### src/rtl/ui_pkg.sv
// ---------------------------------------------------------------------------
// ui_pkg
// Shared board/UI definitions. Used by the player mover, the sprite renderer
// and the button test top.
//   mover_state_t : player mover FSM states
//   START_X       : home x position of every token (pixels)
//   TILE_SPACING  : pixels between tile origins
//   MAX_X         : x of the flag tile, the largest legal move target
// ---------------------------------------------------------------------------
package ui_pkg;

    typedef enum logic [2:0] {
        ST_IDLE,
        ST_MOVE,
        ST_LAND,
        ST_DONE,
        ST_REARM
    } mover_state_t;

    localparam int unsigned START_X      = 20;
    localparam int unsigned TILE_SPACING = 60;
    localparam int unsigned MAX_X        = 620;

endpackage

### src/rtl/player_mover_if.sv
// ---------------------------------------------------------------------------
// player_mover_if
// Move handshake between the game/test controller (master) and a player
// mover (slave).
//   move_start : level request, held by the master until it sees turn_done
//   target_x   : destination x, sampled by the slave only at accept
//   turn_done  : one-cycle completion pulse from the slave
//   move_err   : high with turn_done when the request was rejected
//   busy       : slave is animating (MOVE or LAND)
// ---------------------------------------------------------------------------
interface player_mover_if;

    logic       move_start;
    logic [9:0] target_x;
    logic       turn_done;
    logic       move_err;
    logic       busy;

    modport master (
        output move_start, target_x,
        input  turn_done, move_err, busy
    );

    modport slave (
        input  move_start, target_x,
        output turn_done, move_err, busy
    );

endinterface

### src/rtl/player_mover_hop_arc.sv
// ---------------------------------------------------------------------------
// hop_arc
// Registered hop height for the token: a parabola over one tile,
// hop_y = (d * (TILE_SPACING - d)) >> HOP_SHIFT while active, else 0.
//   clk_100mhz, btn_reset : clock, async active-high reset
//   active                : token is hopping in the coming cycle
//   d                     : sub-tile offset the FSM is about to register
//   hop_y                 : upward sprite offset in pixels
// Fed with the FSM's next d so hop_y changes on the same edge as d.
// ---------------------------------------------------------------------------
module hop_arc #(
    parameter int unsigned TILE_SPACING = 60,
    parameter int unsigned HOP_SHIFT    = 4,
    parameter int unsigned DW           = 7
) (
    input  logic          clk_100mhz,
    input  logic          btn_reset,
    input  logic          active,
    input  logic [DW-1:0] d,
    output logic [5:0]    hop_y
);

    logic [11:0] prod;

    always_comb begin
        prod = 12'(d) * (12'(TILE_SPACING) - 12'(d));
    end

    always_ff @(posedge clk_100mhz or posedge btn_reset) begin
        if (btn_reset) begin
            hop_y <= '0;
        end else begin
            hop_y <= active ? 6'(prod >> HOP_SHIFT) : '0;
        end
    end

endmodule

### src/rtl/player_mover.sv
// ---------------------------------------------------------------------------
// player_mover
// Responder end of the player move handshake. Accepts a tile-aligned target
// column, walks the token there STEP_PX pixels per frame tick with a hop arc
// per tile, holds LAND_FRAMES ticks, then pulses turn_done. Illegal targets
// are answered at once with turn_done + move_err and no motion.
//   clk_100mhz, btn_reset : clock, async active-high reset (aborts a move)
//   frame_tick            : one-cycle pulse per video frame
//   mv (slave)            : move_start/target_x in, turn_done/move_err/busy out
//   pos_x, hop_y, tile_idx: token position for the sprite renderer
// ---------------------------------------------------------------------------
module player_mover #(
    parameter int unsigned START_X      = ui_pkg::START_X,
    parameter int unsigned TILE_SPACING = ui_pkg::TILE_SPACING,
    parameter int unsigned MAX_X        = ui_pkg::MAX_X,
    parameter int unsigned STEP_PX      = 2,
    parameter int unsigned LAND_FRAMES  = 4,
    parameter int unsigned HOP_SHIFT    = 4
) (
    input  logic          clk_100mhz,
    input  logic          btn_reset,
    input  logic          frame_tick,
    player_mover_if.slave mv,
    output logic [9:0]    pos_x,
    output logic [5:0]    hop_y,
    output logic [3:0]    tile_idx
);

    import ui_pkg::*;

    localparam int unsigned DW = $clog2(2 * TILE_SPACING);
    localparam int unsigned LW = $clog2(LAND_FRAMES + 1);

    mover_state_t  state;
    logic [9:0]    target;
    logic [DW-1:0] d;
    logic [DW-1:0] d_nxt;
    logic [DW-1:0] d_sum;
    logic [LW-1:0] land_cnt;
    logic          err_flag;
    logic [10:0]   pos_sum;
    logic          arrive;
    logic          tile_wrap;
    logic          req_bad;
    logic          hop_active;

    // NOTE: every signal gets a default at the top of always_comb so no path
    // leaves it unassigned; otherwise synthesis infers a latch.
    always_comb begin
        pos_sum    = {1'b0, pos_x} + 11'(STEP_PX);
        arrive     = pos_sum >= {1'b0, target};
        d_sum      = d + DW'(STEP_PX);
        tile_wrap  = d_sum >= DW'(TILE_SPACING);
        // target_x <= pos_x also covers targets left of home, so the wrapped
        // subtraction in the alignment test never decides alone.
        req_bad    = (mv.target_x <= pos_x) ||
                     (mv.target_x > 10'(MAX_X)) ||
                     (((mv.target_x - 10'(START_X)) % 10'(TILE_SPACING)) != '0);
        d_nxt      = d;
        hop_active = 1'b0;
        if (state == ST_MOVE) begin
            hop_active = 1'b1;
            if (frame_tick) begin
                if (arrive) begin
                    d_nxt      = '0;
                    hop_active = 1'b0;
                end else begin
                    d_nxt = tile_wrap ? d_sum - DW'(TILE_SPACING) : d_sum;
                end
            end
        end
    end

    // NOTE: sequential state uses non-blocking assignments only, so every
    // register samples pre-edge values and ordering between blocks is moot.
    always_ff @(posedge clk_100mhz or posedge btn_reset) begin
        if (btn_reset) begin
            state        <= ST_IDLE;
            pos_x        <= 10'(START_X);
            tile_idx     <= '0;
            target       <= 10'(START_X);
            d            <= '0;
            land_cnt     <= '0;
            err_flag     <= 1'b0;
            mv.busy      <= 1'b0;
            mv.turn_done <= 1'b0;
            mv.move_err  <= 1'b0;
        end else begin
            mv.turn_done <= 1'b0;
            mv.move_err  <= 1'b0;
            d            <= d_nxt;
            case (state)
                ST_IDLE: begin
                    // A frame_tick in the accept cycle is ignored here, so it
                    // never advances the new move.
                    if (mv.move_start) begin
                        target   <= mv.target_x;
                        err_flag <= req_bad;
                        if (req_bad) begin
                            state        <= ST_DONE;
                            mv.turn_done <= 1'b1;
                            mv.move_err  <= 1'b1;
                        end else begin
                            state   <= ST_MOVE;
                            mv.busy <= 1'b1;
                        end
                    end
                end
                ST_MOVE: begin
                    if (frame_tick) begin
                        if (arrive) begin
                            pos_x    <= target;
                            tile_idx <= 4'((target - 10'(START_X)) / 10'(TILE_SPACING));
                            land_cnt <= '0;
                            state    <= ST_LAND;
                        end else begin
                            pos_x <= pos_sum[9:0];
                            if (tile_wrap) begin
                                tile_idx <= tile_idx + 4'd1;
                            end
                        end
                    end
                end
                ST_LAND: begin
                    if (frame_tick) begin
                        if (land_cnt == LW'(LAND_FRAMES - 1)) begin
                            state        <= ST_DONE;
                            mv.busy      <= 1'b0;
                            mv.turn_done <= 1'b1;
                            mv.move_err  <= err_flag;
                        end else begin
                            land_cnt <= land_cnt + 1'b1;
                        end
                    end
                end
                ST_DONE: begin
                    state <= ST_REARM;
                end
                ST_REARM: begin
                    // A request still held from the last turn must be
                    // released before another is accepted.
                    if (!mv.move_start) begin
                        state <= ST_IDLE;
                    end
                end
                default: begin
                    state <= ST_IDLE;
                end
            endcase
        end
    end

    hop_arc #(
        .TILE_SPACING (TILE_SPACING),
        .HOP_SHIFT    (HOP_SHIFT),
        .DW           (DW)
    ) u_hop_arc (
        .clk_100mhz (clk_100mhz),
        .btn_reset  (btn_reset),
        .active     (hop_active),
        .d          (d_nxt),
        .hop_y      (hop_y)
    );

endmodule

### src/flat_wrapper.sv
// flat-port wrapper written by rule: the top's interface ports become plain ports
module player_mover_flat import ui_pkg::*;
#(
    parameter int unsigned START_X      = ui_pkg::START_X,
    parameter int unsigned TILE_SPACING = ui_pkg::TILE_SPACING,
    parameter int unsigned MAX_X        = ui_pkg::MAX_X,
    parameter int unsigned STEP_PX      = 2,
    parameter int unsigned LAND_FRAMES  = 4,
    parameter int unsigned HOP_SHIFT    = 4
)
  (clk_100mhz, btn_reset, frame_tick, pos_x, hop_y, tile_idx, mv_move_start, mv_target_x, mv_turn_done, mv_move_err, mv_busy);
  player_mover_if mv_i ();
  input  logic clk_100mhz;
  input  logic btn_reset;
  input  logic frame_tick;
  output logic [9:0] pos_x;
  output logic [5:0] hop_y;
  output logic [3:0] tile_idx;
  input wire logic [$bits(mv_i.move_start)-1:0] mv_move_start;
  input wire logic [$bits(mv_i.target_x)-1:0] mv_target_x;
  output wire logic [$bits(mv_i.turn_done)-1:0] mv_turn_done;
  output wire logic [$bits(mv_i.move_err)-1:0] mv_move_err;
  output wire logic [$bits(mv_i.busy)-1:0] mv_busy;
  assign mv_i.move_start = mv_move_start;
  assign mv_i.target_x = mv_target_x;
  assign mv_turn_done = mv_i.turn_done;
  assign mv_move_err = mv_i.move_err;
  assign mv_busy = mv_i.busy;
  player_mover #(.START_X(START_X), .TILE_SPACING(TILE_SPACING), .MAX_X(MAX_X), .STEP_PX(STEP_PX), .LAND_FRAMES(LAND_FRAMES), .HOP_SHIFT(HOP_SHIFT)) u_core (.clk_100mhz(clk_100mhz), .btn_reset(btn_reset), .frame_tick(frame_tick), .mv(mv_i), .pos_x(pos_x), .hop_y(hop_y), .tile_idx(tile_idx));
endmodule
### config.mk
export PLATFORM = sky130hd
export DESIGN_NAME = player_mover_flat
export DESIGN_NICKNAME = d
export VERILOG_FILES = /design/src/rtl/ui_pkg.sv /design/src/rtl/player_mover_if.sv /design/src/rtl/player_mover_hop_arc.sv /design/src/rtl/player_mover.sv /design/src/flat_wrapper.sv
export SDC_FILE = /design/constraint.sdc
export NUM_CORES = 1
export LEC_CHECK = 0
export CAP_MARGIN = 20
export CORE_UTILIZATION = 40
export CTS_BUF_LIST = sky130_fd_sc_hd__clkbuf_8
export DETAILED_ROUTE_END_ITERATION = 10
export PLACE_DENSITY = 0.69
export SETUP_SLACK_MARGIN = 0.4
export SLEW_MARGIN = 25
export SYNTH_ARGS = -nofsm -noshare
export SYNTH_HDL_FRONTEND = slang
export SYNTH_SLANG_ARGS = --single-unit
### constraint.sdc
create_clock -name clk_100mhz -period 9 [get_ports clk_100mhz]
set_input_delay 1.8 -clock clk_100mhz [delete_from_list [all_inputs] [get_ports clk_100mhz]]
set_output_delay 1.8 -clock clk_100mhz [all_outputs]
set_load 0.005 [all_outputs]
# Word-level counts from Yosys, hierarchy flattened
# Index checks and enable logic that the tools add are counted.
dict set report totals {
  reg_bits 47
  input_bits 14
  wordCells 89
  output_inout_bits 23
}
dict set report op_classes {
  n_mux 37
  order_cmp 4
  n_reduce_logical 13
  eq_ne 13
  mul 1
  div 2
  add_sub_neg 8
}
# op n
set op_table {}
lappend op_table {{two-way mux 3 bit} 10}
lappend op_table {{two-way mux 7 bit} 4}
lappend op_table {{subtractor 10 x 5 -> 10 bit (second input constant)} 2}
lappend op_table {{one-hot mux 3 bit (5 select lines)} 1}
lappend op_table {{two-way mux 1 bit} 13}
lappend op_table {{multiplier 7 x 12 -> 10 bit} 1}
lappend op_table {{!= test 2 bit (second input constant)} 6}
lappend op_table {{adder 10 x 2 -> 11 bit (second input constant)} 1}
lappend op_table {{>= comparator 11 x 10 -> 1 bit} 1}
lappend op_table {{divider 10 x 6 -> 10 bit (second input constant)} 1}
lappend op_table {{greater-than comparator 10 bit (second input constant)} 1}
lappend op_table {{less-or-equal comparator 10 bit} 1}
lappend op_table {{modulo 10 x 6 -> 10 bit (second input constant)} 1}
lappend op_table {{two-way mux 10 bit} 1}
lappend op_table {{AND reduction 5 bit} 2}
lappend op_table {{nonzero test 10 bit} 1}
lappend op_table {{equality test 3 x 2 -> 1 bit (second input constant)} 3}
lappend op_table {{two-way mux 4 bit} 2}
lappend op_table {{subtractor 6 x 7 -> 8 bit (first input constant)} 1}
lappend op_table {{adder 7 x 2 -> 7 bit (second input constant)} 1}
lappend op_table {{>= comparator 7 x 6 -> 1 bit (second input constant)} 1}
lappend op_table {{subtractor 7 x 6 -> 7 bit (second input constant)} 1}
lappend op_table {{two-way mux 6 bit} 1}
lappend op_table {{one-hot mux 1 bit (2 select lines)} 3}
lappend op_table {{other kinds (13)} 18}

# Logic depth before layout (Yosys ltp)
# Gate-level depths: netlist (run 1).
dict set report depth {
  ltp_word 9
  mapped_depth 33
  depth_no_buf 33
}

# Modules after synthesis
# Synthesis (run 1) repeated with hierarchy kept, for this count alone.
dict set report unflattened {
  cells_unflattened 684
  hier_area_um2 5560.3
}
# module area_per_inst_um2 n_inst seq_area_each_um2 cells_each
set by_module_without_submodules {}
lappend by_module_without_submodules {player_mover 3910.0 1 1031.0 496}
lappend by_module_without_submodules {hop_arc 1650.3 1 150.1 188}

# Worst setup path before layout (run 1)
# Ideal clock, no wire load.
dict set report synth_path {
  path_kind {input port to flip-flop}
  startpoint {input port frame_tick}
  endpoint {register u_core.u_hop_arc.hop_y[5]}
  path_slack_ps 1312
  path_stages 28
  n_path_buf 0
  arrival_ps 7563
  setup_time_ps 125
  t_required_ps 8875
  path_cell_list {nor2b_1 > nand2b_1 > a311oi_1 > nand3_1 > o21bai_1 > inv_1 > ha_1 > inv_1 > nand2_1 > nor2_1 > ha_1 > nand2b_1 > fa_1 > inv_1 > ha_1 > inv_1 > fa_1 > fa_1 > inv_1 > ha_1 > a21oi_1 > o21bai_1 > a21o_1 > a21oi_1 > xnor2_1 > xnor2_1 > xnor2_1 > mux2_4}
}
dict set report synth_between {
  elab_chain_len 5
  word_cells_on_any_way 7
}
# element line
set synth_rtl {}
lappend synth_rtl {{from (decl)} flat_wrapper.sv:15} ;# input logic frame_tick;
lappend synth_rtl {{two-way mux 7 bit (*)} player_mover.sv:63} ;# if (frame_tick) begin
lappend synth_rtl {{two-way mux 7 bit (*)} player_mover.sv:61} ;# if (state == ST_MOVE) begin
lappend synth_rtl {{via u_core.d_nxt[1]} player_mover.sv:37} ;# logic [DW-1:0] d_nxt;
lappend synth_rtl {{subtractor 6 x 7 -> 8 bit} player_mover_hop_arc.sv:26} ;# prod = 12'(d) * (12'(TILE_SPACING) - 12'(d));
lappend synth_rtl {{multiplier 7 x 12 -> 10 bit (*)} player_mover_hop_arc.sv:26}
lappend synth_rtl {{two-way mux 6 bit (*)} player_mover_hop_arc.sv:33} ;# hop_y <= active ? 6'(prod >> HOP_SHIFT) : '0;
lappend synth_rtl {{to (signal assigned)} player_mover_hop_arc.sv:33}
lappend synth_rtl {{to (decl)} player_mover_hop_arc.sv:20} ;# output logic [5:0] hop_y
# The timed path passes the listed nets; every way through them passes the cells marked *.
# A chain may end at the register's enable or synchronous reset.

# Final worst setup path (run 1)
dict set report layout_path {
  startpoint {register u_core.pos_x[2]}
  endpoint {register u_core.u_hop_arc.hop_y[5]}
}
dict set report layout_between {
  elab_chain_len 8
  word_cells_on_any_way 11
}
# element line
set layout_rtl {}
lappend layout_rtl {{from (decl)} player_mover.sv:24} ;# output logic [9:0] pos_x,
lappend layout_rtl {{from (signal assigned)} player_mover.sv:79} ;# pos_x <= 10'(START_X);
lappend layout_rtl {{from (signal assigned)} player_mover.sv:112} ;# pos_x <= target;
lappend layout_rtl {{from (signal assigned)} player_mover.sv:117} ;# pos_x <= pos_sum[9:0];
lappend layout_rtl {{adder 10 x 2 -> 11 bit (*)} player_mover.sv:50} ;# pos_sum = {1'b0, pos_x} + 11'(STEP_PX);
lappend layout_rtl {{>= comparator 11 x 10 -> 1 bit (*)} player_mover.sv:51} ;# arrive = pos_sum >= {1'b0, target};
lappend layout_rtl {{two-way mux 7 bit} player_mover.sv:64} ;# if (arrive) begin
lappend layout_rtl {{two-way mux 7 bit} player_mover.sv:63}
lappend layout_rtl {{two-way mux 7 bit} player_mover.sv:61}
lappend layout_rtl {{subtractor 6 x 7 -> 8 bit} player_mover_hop_arc.sv:26}
lappend layout_rtl {{multiplier 7 x 12 -> 10 bit} player_mover_hop_arc.sv:26}
lappend layout_rtl {{two-way mux 6 bit (*)} player_mover_hop_arc.sv:33}
# Every way passes the cells marked *; elsewhere a longest branch is shown, timed or not.

==> impl_metrics.toml, run 1 <==
[sta]
highest_attainable_clock_frequency_mhz = 125.2
worst_clock_skew_ns = 0.01132
least_margin_pin_slew_ns = 0.6469
timing.slew.headroom_pct = 56.74
timing_max_transition_violations_final = 0
final-setup-viol-count = 0
min_period_over_period_pct = 88.76
fin_crit_ns = 7.988
rsz0062_at_grt = "false"
report.final.hold_viol_count = 0
fin_tns_setup_ns = 0

[min_path]
hp-class = "reg -> reg"

[synth]
postSynthAreaPerCell_um2 = 8.219
synth.most_common_cell = "sky130_fd_sc_hd__nand2_1"
synth_common_cells = "sky130_fd_sc_hd__nand2_1, sky130_fd_sc_hd__inv_1, sky130_fd_sc_hd__nor2_1"
synth_fp_nets = 770
number_of_flops_mapped_to_enable_cells_by_yosys = 0
yosys_most_used_dff = "sky130_fd_sc_hd__dfrtp_1"
number_of_flip_flops_and_latches_in_the_synthesized_netlist = 47
ys.warnings.count = 0
synth.largest_area_cell = "sky130_fd_sc_hd__dfrtp_1"
post-synth-top-area-fraction_pct = 19.09
yosys-top-cells-area = "sky130_fd_sc_hd__dfrtp_1, sky130_fd_sc_hd__ha_1, sky130_fd_sc_hd__fa_1, sky130_fd_sc_hd__nand2_1, sky130_fd_sc_hd__xnor2_1"
syn-cell-area_um2 = 5638
postSynthCellCount = 686
netlist-cell-type-count = 98
synth-async-reset-ratio_pct = 100.0
synth_sequential_area_ratio_pct = 20.95

[routing]
drt-wirelength-per-cell_um = 14.87
vias_per_cell = 5.631
drc = 0
drt.antenna.violating_nets = 0
drt_first_pass_iters = 5
total_via_count_in_the_routed_design = 5023
drt_iter0_drc = 475
wl_mm = 13.26

[flow_run]
maxCapViolCount = 0

[clock_tree]
clock_tree.root_cell = "sky130_fd_sc_hd__clkbuf_8"
h_tree_levels = 2
cts_made_buffers = 5
path_clk_slew_ns = 0.10
clock-sinks = 47
cts_tree = "built"
insertion_delay_ns = 0.32
maximum_buffer_depth_of_the_clock_tree = 2

[pwr]
net-switching-power_uw = 1222
power.clock.fraction_pct = 8.2
vdd_ir_drop_max_uv = 277.9
power.switching_fraction_pct = 50.88
power_density_nw_per_um2 = 380.7
internal_power_uw = 1180
pwr-share-seq_pct = 18.2
leak_pwr_uw = 0.002662
combPwrFrac_pct = 73.6

[die]
coreArea_um2 = 13830
die_width_um = 120.7
design.die.area_um2 = 14570
io_pins = 37
floorplan.die.height_um = 120.7
floorplan.rows = 43
initial_core_utilization_pct = 40.77

[critical_path]
timing.critical_path.required_ns = 9.22
end_kind = "register"
timing.critical_path.fanout_max = 28
critical_path.max_stage_delay_ns = 0.59
worst_ep_arrival_time_ns = 8.20
cpMostUsedCell = "sky130_fd_sc_hd__ha_1"
crit_slowest_cell = "sky130_fd_sc_hd__dfstp_2"
criticalPathCategory = "reg -> reg"
timing.critical_path.from_type = "register"

[global_route]
largest_net_degree_at_the_start_of_global_routing = 48
grt_antenna_before_repair = 0
global_route.overflow_total = 0
grtUsageTotal_pct = 19.17
via_count_of_the_first_global_routing_pass = 4713
grt_pass1_wl_mm = 22.89

[cells_and_area]
finalNonFillerCells = 892
nets = 795
synthesis_to_layout_area_growth_pct = 11.87
drive_above_1_share_pct = 10.53
antenna_cells = 0

[placement]
port-buffer-count = 36
post-place-cells = 884
hpwlAfterDp_mm = 10.06
place.gp.congestion = 0.8471

[status]
outcome = "completed"
[metrics by stage]
stage	power, uW	utilization [%]	setup slack, ns	hold slack [ns]	instance area [um2]
3_3_place_gp	2178	44.46	0.8579	0.4694	6147
3_5_place_dp	2185	44.48	0.7361	0.4764	6150
4_1_cts	2399	45.49	0.8399	0.5000	6290
6_report	2401	45.62	1.012	0.4973	6307
2_1_floorplan	1792	-	1.312	0.4496	5638
5_1_grt	2673	45.62	0.4454	0.5363	6307
[worst paths after layout]
path                                         start                        end  slack, ns  cells past startpoint
worst max-delay path               u_core.pos_x[2]  u_core.u_hop_arc.hop_y[5]       1.01                     32
worst min-delay path            u_core.land_cnt[2]         u_core.land_cnt[2]       0.50                      2
worst max register to register     u_core.pos_x[2]  u_core.u_hop_arc.hop_y[5]       1.01                     32
worst min register to register  u_core.land_cnt[2]         u_core.land_cnt[2]       0.50                      2
max in group asynchronous                btn_reset         u_core.tile_idx[2]       6.67                      2
min in group asynchronous                btn_reset  u_core.u_hop_arc.hop_y[5]       1.91                      2
[critical path: cells and delay by family, from the launching register on]
kind,cells,cell delay [ns]
multiplexers,1,0.32
AND/OR/NAND/NOR,8,1.82
buffers and inverters,4,0.18
AO/OA/AOI/OAI,6,1.17
adder cells (fa/ha/maj),9,3.18
XOR/XNOR,4,0.63
flip-flops,1,0.59
[cells in the final DEF, fill, tap and decap left out, types with 4 or more instances in the layout]
master / Yosys / layout
sky130_fd_sc_hd__nor3_2: 2 / 4
sky130_fd_sc_hd__and2_1: 9 / 9
sky130_fd_sc_hd__o211ai_1: 7 / 7
sky130_fd_sc_hd__inv_2: 4 / 4
sky130_fd_sc_hd__a21oi_1: 38 / 38
sky130_fd_sc_hd__nand3_1: 21 / 21
sky130_fd_sc_hd__nand2_1: 71 / 71
sky130_fd_sc_hd__ha_1: 49 / 49
sky130_fd_sc_hd__mux2_2: 4 / 4
sky130_fd_sc_hd__a31oi_1: 9 / 9
sky130_fd_sc_hd__clkbuf_8: 0 / 5
sky130_fd_sc_hd__inv_1: 57 / 56
sky130_fd_sc_hd__o21ai_1: 9 / 9
sky130_fd_sc_hd__o31a_1: 4 / 4
sky130_fd_sc_hd__o21ai_0: 45 / 45
sky130_fd_sc_hd__dfrtp_1: 43 / 43
sky130_fd_sc_hd__dfstp_2: 4 / 4
sky130_fd_sc_hd__o21ai_2: 4 / 4
sky130_fd_sc_hd__xor2_1: 8 / 8
sky130_fd_sc_hd__a21o_1: 5 / 5
sky130_fd_sc_hd__nor3_1: 14 / 11
sky130_fd_sc_hd__or2_2: 5 / 5
sky130_fd_sc_hd__xnor2_1: 27 / 27
sky130_fd_sc_hd__nor2b_1: 9 / 9
sky130_fd_sc_hd__o22ai_1: 11 / 11
sky130_fd_sc_hd__buf_4: 2 / 5
sky130_fd_sc_hd__nor2_1: 53 / 53
sky130_fd_sc_hd__fa_1: 21 / 21
sky130_fd_sc_hd__nand4_1: 8 / 8
sky130_fd_sc_hd__a211oi_1: 6 / 6
sky130_fd_sc_hd__clkdlybuf4s50_1: 0 / 36
sky130_fd_sc_hd__o21a_1: 7 / 7
sky130_fd_sc_hd__nand2b_1: 17 / 17
[kinds of logic after synthesis]
kind of cell / Yosys count / synth area share (%)
AO/OA/AOI/OAI: 199 / 24.57
XOR/XNOR: 37 / 6.014
adder cells (fa/ha/maj): 70 / 18.33
buffers and inverters: 85 / 6.281
flip-flops: 47 / 20.95
multiplexers: 8 / 1.687
AND/OR/NAND/NOR: 240 / 22.17
[registers in the layout, indices dropped and copies added (netlist names)]
| register | count |
|---|---|
| u_core.state | 3 |
| u_core.mv.turn_done | 1 |
| u_core.tile_idx | 4 |
| u_core.u_hop_arc.hop_y | 6 |
| u_core.mv.busy | 1 |
| u_core.mv.move_err | 1 |
| u_core.err_flag | 1 |
| u_core.land_cnt | 3 |
| u_core.pos_x | 10 |
| u_core.target | 10 |
| u_core.d | 7 |
[power groups by stage]
stage	combinational (uW)	sequential, uW	clock (uW)
finish	1770	436	197
global route	2010	451	209
CTS	1770	433	200
detailed placement	1750	437	0
global placement	1740	438	0
floorplan	1410	380	0
[area by class of cell]
cell class	count	area [um2]
clock buffer	5	68.82
clock inverter	3	71.32
fill	1357	7520
inverter	62	237.7
multi-input combinational	554	4125
sequential	47	1181
tap	180	225.2
timing repair buffer	41	397.9
[metal layers]
metal	part of all wire, %	GRT usage [%]	routed length (um)
met4	0.80	3.086	106
met3	3.1	2.075	414
met1	49	26.99	6460
met2	47	32.08	6279
met5	0	0	0
[repair_timing]
action | CTS | global route
setup buffers | 0 | 0
gates resized for setup | 0 | 4
hold buffers | 0 | 0
endpoints found under the setup margin | 0 | 1
Power figures use the tool's default switching activity.
==> run 2, diff against run 1 <==
--- a/config.mk
+++ b/config.mk
@@ -11,7 +11,6 @@
 export DETAILED_ROUTE_END_ITERATION = 10
 export PLACE_DENSITY = 0.69
 export SETUP_SLACK_MARGIN = 0.4
-export SLEW_MARGIN = 25
 export SYNTH_ARGS = -nofsm -noshare
 export SYNTH_HDL_FRONTEND = slang
 export SYNTH_SLANG_ARGS = --single-unit
==> run 2 against run 1 <==
Against the previous run:
- global-route usage about the same
- non-clock buffer count is 1 higher
- critical endpoint unchanged
- setup slack about the same
- largest cell class unchanged
- critical path depth did not move
- via count shrank 0.30%
- sequential power hardly changed
- highest routed layer unchanged
- hold slack barely moved
- wire length is 1.2% lower
==> impl_metrics.toml, run 2 (synthesis results as in run 1) <==
[status]
outcome = "completed"

[clock_tree]
path_clk_slew_ns = 0.10
postCtsSetupBuffers = 0
cts_made_buffers = 5
ctsHoldBuffers = 0
h_tree_levels = 2
clock_tree.root_cell = "sky130_fd_sc_hd__clkbuf_8"
post_cts_gate_resize_count = 0
cts_tree = "built"
insertion_delay_ns = 0.32
clock-sinks = 47
maximum_buffer_depth_of_the_clock_tree = 2

[cells_and_area]
drive_above_1_share_pct = 10.52
synthesis_to_layout_area_growth_pct = 11.98
layout.cells.most_common = "sky130_fd_sc_hd__nand2_1"
mostFrequentLayoutCells = "sky130_fd_sc_hd__nand2_1, sky130_fd_sc_hd__inv_1, sky130_fd_sc_hd__nor2_1"
reg.largest.list = "u_core.pos_x (10), u_core.target (10), u_core.d (7)"
nets = 796
antenna_cells = 0

[pwr]
pwr-share-seq_pct = 18.3
internal_power_uw = 1177
combPwrFrac_pct = 73.5
power_density_nw_per_um2 = 378.0
power.switching_fraction_pct = 50.67
net-switching-power_uw = 1209
vdd_ir_drop_max_uv = 250.1
power.clock.fraction_pct = 8.3
leak_pwr_uw = 0.002667

[min_path]
hp-class = "reg -> reg"

[routing]
wl_mm = 13.10
total_via_count_in_the_routed_design = 5008
drt.antenna.violating_nets = 0
drt_first_pass_iters = 5
drt-wirelength-per-cell_um = 14.67
drt_iter0_drc = 381
vias_per_cell = 5.608
drc = 0

[sta]
fin_tns_setup_ns = 0
min_period_over_period_pct = 88.75
rsz0062_at_grt = "false"
final-setup-viol-count = 0
timing.hold.ws_ns = 0.4970
fin_crit_ns = 7.988
highest_attainable_clock_frequency_mhz = 125.2
postLayoutSetupSlackWorst_ns = 1.012
timing_max_transition_violations_final = 0
least_margin_pin_slew_ns = 0.6292
report.final.hold_viol_count = 0
timing.slew.headroom_pct = 57.92
worst_clock_skew_ns = 0.01347

[die]
coreArea_um2 = 13830
floorplan.rows = 43
io_pins = 37
initial_core_utilization_pct = 40.77
design.die.area_um2 = 14570
floorplan.die.height_um = 120.7
die_width_um = 120.7

[flow_run]
maxCapViolCount = 0

[global_route]
grt_antenna_before_repair = 0
largest_net_degree_at_the_start_of_global_routing = 48
via_count_of_the_first_global_routing_pass = 4716
global_route.overflow_total = 0
grt_pass1_wl_mm = 22.78
grtUsageTotal_pct = 19.13

[critical_path]
timing.critical_path.fanout_max = 28
critical_path.max_stage_delay_ns = 0.59
timing.critical_path.from_type = "register"
cpMostUsedCell = "sky130_fd_sc_hd__ha_1"
reg2reg_setup_slack_ns = 1.01
end_kind = "register"
timing.critical_path.required_ns = 9.21
criticalPathCategory = "reg -> reg"
worst_ep_arrival_time_ns = 8.20
crit_slowest_cell = "sky130_fd_sc_hd__dfstp_2"

[placement]
place_worst_setup_slack_ns = 0.7463
place.gp.congestion = 0.8471
port-buffer-count = 36
hpwlAfterDp_mm = 10.02
-- run 2: cell types whose count changed in the layout (fill, tap and decap cells not counted) --
cell,delta
sky130_fd_sc_hd__inv_2,+1
sky130_fd_sc_hd__nor3_1,+1
sky130_fd_sc_hd__nor3_4,-1
sky130_fd_sc_hd__inv_4,-1
sky130_fd_sc_hd__buf_12,+1
-- run 2: metal layers --
layer  up-vias  track usage [%]  share of wire, %
li1       2508                -                 -
met1      2359            26.77                48
met2       130            31.93                47
met3        11            2.264               4.0
met4         0            3.318              0.92
met5         -                0                 0
-- run 2: stage by stage --
step	util [%]	area, um2	power, uW	cells
after floorplan	-	5638	1792	686
after global placement	44.46	6147	2178	884
after detailed placement	44.46	6147	2183	884
after CTS	45.47	6287	2393	892
after global routing	45.66	6314	2659	893
final	45.66	6314	2387	893
-- run 2: power by group through the flow --
stage	registers, uW	clock network [uW]	logic [uW]
floorplan	380	0	1410
global placement	438	0	1740
detailed placement	437	0	1750
CTS	433	201	1760
global route	450	208	2000
finish	436	198	1750
-- run 2: cell type report --
type                            instances  area (um2)
Clock buffer                            5       68.82
Multi-Input combinational cell        554        4114
Timing Repair Buffer                   42       417.9
Clock inverter                          3       71.32
Sequential cell                        47        1181
Fill cell                            1341        7513
Tap cell                              180       225.2
Inverter                               62       235.2
-- run 2: final timing paths --
kind | from | end | cells after the start
max | u_core.pos_x[2] | u_core.u_hop_arc.hop_y[5] | 32
min | u_core.land_cnt[2] | u_core.land_cnt[2] | 2
max reg2reg | u_core.pos_x[2] | u_core.u_hop_arc.hop_y[5] | 32
min reg2reg | u_core.land_cnt[2] | u_core.land_cnt[2] | 2
max in group asynchronous | btn_reset | u_core.target[2] | 3
min in group asynchronous | btn_reset | u_core.u_hop_arc.hop_y[4] | 2
-- run 2: critical path: cells and delay by family, from the launching register on --
family | cells | cell delay (ns)
buffers and inverters | 4 | 0.18
XOR/XNOR | 4 | 0.62
flip-flops | 1 | 0.59
AND/OR/NAND/NOR | 8 | 1.83
multiplexers | 1 | 0.31
AO/OA/AOI/OAI | 6 | 1.17
adder cells (fa/ha/maj) | 9 | 3.18
==> run 3, diff against run 2 <==
--- a/config.mk
+++ b/config.mk
@@ -6,6 +6,7 @@
 export NUM_CORES = 1
 export LEC_CHECK = 0
 export CAP_MARGIN = 20
+export CORE_MARGIN = 8
 export CORE_UTILIZATION = 40
 export CTS_BUF_LIST = sky130_fd_sc_hd__clkbuf_8
 export DETAILED_ROUTE_END_ITERATION = 10
==> run 3 against run 2 <==
Against the previous run:
- global-route usage fell by 3.9 points
- flip-flop and latch count unchanged
- non-clock buffer count unchanged
- critical path depth is the same
- sequential share of layout area is 0.13 points higher
- design area down 0.69%
- power down 1.6%
- die area rose by 25%
- count of clock-buffer cells in the layout stayed put
- first-iteration DRC count shrank 20%
- clock skew shrank 0.0033 ns
- maximum frequency is 1.3% lower
- largest cell class unchanged
- largest power group unchanged
==> impl_metrics.toml, run 3 (synthesis results as in run 1) <==
[status]
outcome = "completed"

[cells_and_area]
antenna_cells = 0
sequential_cell_area_um2 = 1181
mostFrequentLayoutCells = "sky130_fd_sc_hd__nand2_1, sky130_fd_sc_hd__inv_1, sky130_fd_sc_hd__nor2_1"
synthesis_to_layout_area_growth_pct = 11.21
nets = 796
multi_input_area_um2 = 4114
layout.cells.most_common = "sky130_fd_sc_hd__nand2_1"
drive_above_1_share_pct = 10.52
fin_area_um2 = 6270
reg.largest.list = "u_core.pos_x (10), u_core.target (10), u_core.d (7)"
fillerInstances = 1351

[pwr]
vdd_ir_drop_max_uv = 330.0
power_density_nw_per_um2 = 374.7
leak_pwr_uw = 0.002644

[critical_path]
reg2reg_from = "u_core.pos_x[2]"
timing.critical_path.to = "u_core.u_hop_arc.hop_y[5]"
cpMostUsedCell = "sky130_fd_sc_hd__ha_1"
reg2reg_setup_slack_ns = 0.91
ff2ff_path_depth = 32
end_kind = "register"
timing.critical_path.fanout_max = 28
criticalPathCategory = "reg -> reg"
timing.critical_path.from_type = "register"
crit_path_start = "u_core.pos_x[2]"
timing.critical_path.required_ns = 9.23
critical_path.max_stage_delay_ns = 0.60
worst_ep_arrival_time_ns = 8.32
crit_slowest_cell = "sky130_fd_sc_hd__dfstp_2"
timing.rr.end = "u_core.u_hop_arc.hop_y[5]"

[routing]
drt_iter0_drc = 305
drc = 0
total_via_count_in_the_routed_design = 5029
drt.antenna.violating_nets = 0
drt-wirelength-per-cell_um = 15.30
drt_first_pass_iters = 5
vias_per_cell = 5.632
wl_mm = 13.66

[global_route]
grt_pass1_wl_mm = 23.03
largest_net_degree_at_the_start_of_global_routing = 48
grt_antenna_before_repair = 0
via_count_of_the_first_global_routing_pass = 4724
grtUsageTotal_pct = 15.26
global_route.overflow_total = 0

[die]
floorplan.die.height_um = 134.7
coreArea_um2 = 13830
io_pins = 37
initial_core_utilization_pct = 40.77
design.die.area_um2 = 18150
die_width_um = 134.7
floorplan.rows = 43

[min_path]
hp-class = "reg -> reg"

[clock_tree]
clock_tree.root_cell = "sky130_fd_sc_hd__clkbuf_8"
path_clk_slew_ns = 0.10
cts_made_buffers = 5
maximum_buffer_depth_of_the_clock_tree = 2
cts_tree = "built"
clock-sinks = 47
postCtsSetupBuffers = 0
h_tree_levels = 2
insertion_delay_ns = 0.33

[placement]
place.gp.congestion = 0.8549
hpwlAfterDp_mm = 10.52
cell_area_after_placement_um2 = 6147
port-buffer-count = 36

[sta]
report.final.hold_viol_count = 0
timing_max_transition_violations_final = 0
least_margin_pin_slew_ns = 0.6456
worst_clock_skew_ns = 0.01021
timing.slew.headroom_pct = 56.67
min_period_over_period_pct = 89.89
fin_crit_ns = 8.090
highest_attainable_clock_frequency_mhz = 123.6
fin_tns_setup_ns = 0
rsz0062_at_grt = "false"
final-setup-viol-count = 0

[flow_run]
maxCapViolCount = 0
run 3: cell count changes in the layout (fill, tap and decap cells not counted):
| cell | change |
|---|---|
| sky130_fd_sc_hd__inv_6 | +1 |
| sky130_fd_sc_hd__bufinv_16 | -2 |
| sky130_fd_sc_hd__clkinvlp_4 | +1 |
run 3: timing repair:
action                                  4_1_cts  5_1_grt
hold buffers                                  0        0
endpoints found under the setup margin        0        1
resized for setup                             0        2
run 3: critical path, delay by kind of cell (launching register included):
| kind | cells | cell delay, ns |
|---|---|---|
| AND/OR/NAND/NOR | 8 | 1.86 |
| XOR/XNOR | 4 | 0.63 |
| buffers and inverters | 4 | 0.18 |
| multiplexers | 1 | 0.31 |
| flip-flops | 1 | 0.60 |
| adder cells (fa/ha/maj) | 9 | 3.21 |
| AO/OA/AOI/OAI | 6 | 1.16 |
run 3: final cells by class:
type / count / area share (%)
multi-input combinational: 554 / 65.62
tap: 180 / 3.592
clock inverter: 3 / 0.4390
timing repair buffer: 42 / 6.665
sequential: 47 / 18.84
inverter: 62 / 3.752
clock buffer: 5 / 1.098
run 3: worst min path at each step:
stage                                  start            endpoint  slack, ns  cells after the start
after CTS                 u_core.land_cnt[2]  u_core.land_cnt[2]       0.50                      2
after detailed placement  u_core.land_cnt[2]  u_core.land_cnt[2]       0.47                      2
after global routing      u_core.land_cnt[2]  u_core.land_cnt[2]       0.53                      2
after floorplan           u_core.land_cnt[2]  u_core.land_cnt[2]       0.45                      2
after global placement    u_core.land_cnt[2]  u_core.land_cnt[2]       0.48                      2
final                     u_core.land_cnt[2]  u_core.land_cnt[2]       0.50                      2
run 3: metal layers:
layer,GRT usage [%],share of wire [%]
met1,20.34,47
met2,24.99,48
met3,2.266,3.9
met4,4.304,1.2
met5,0,0
run 3: power breakdown:
part	switching [uW]	internal, uW
Combinational	1000	766
Clock	88.0	57.7
Sequential	136	301
Total	1220	1120
run 3: per-stage QoR:
stage	setup WS (ns)	cells	total power [uW]	util (%)	hold WS, ns
after floorplan	1.312	686	1792	-	0.4496
after global placement	0.7625	883	2173	44.40	0.4762
after detailed placement	0.5598	884	2206	44.46	0.4729
after CTS	0.7316	892	2364	45.15	0.4975
after global routing	0.3970	893	2606	45.34	0.5299
final	0.9100	893	2349	45.34	0.4952
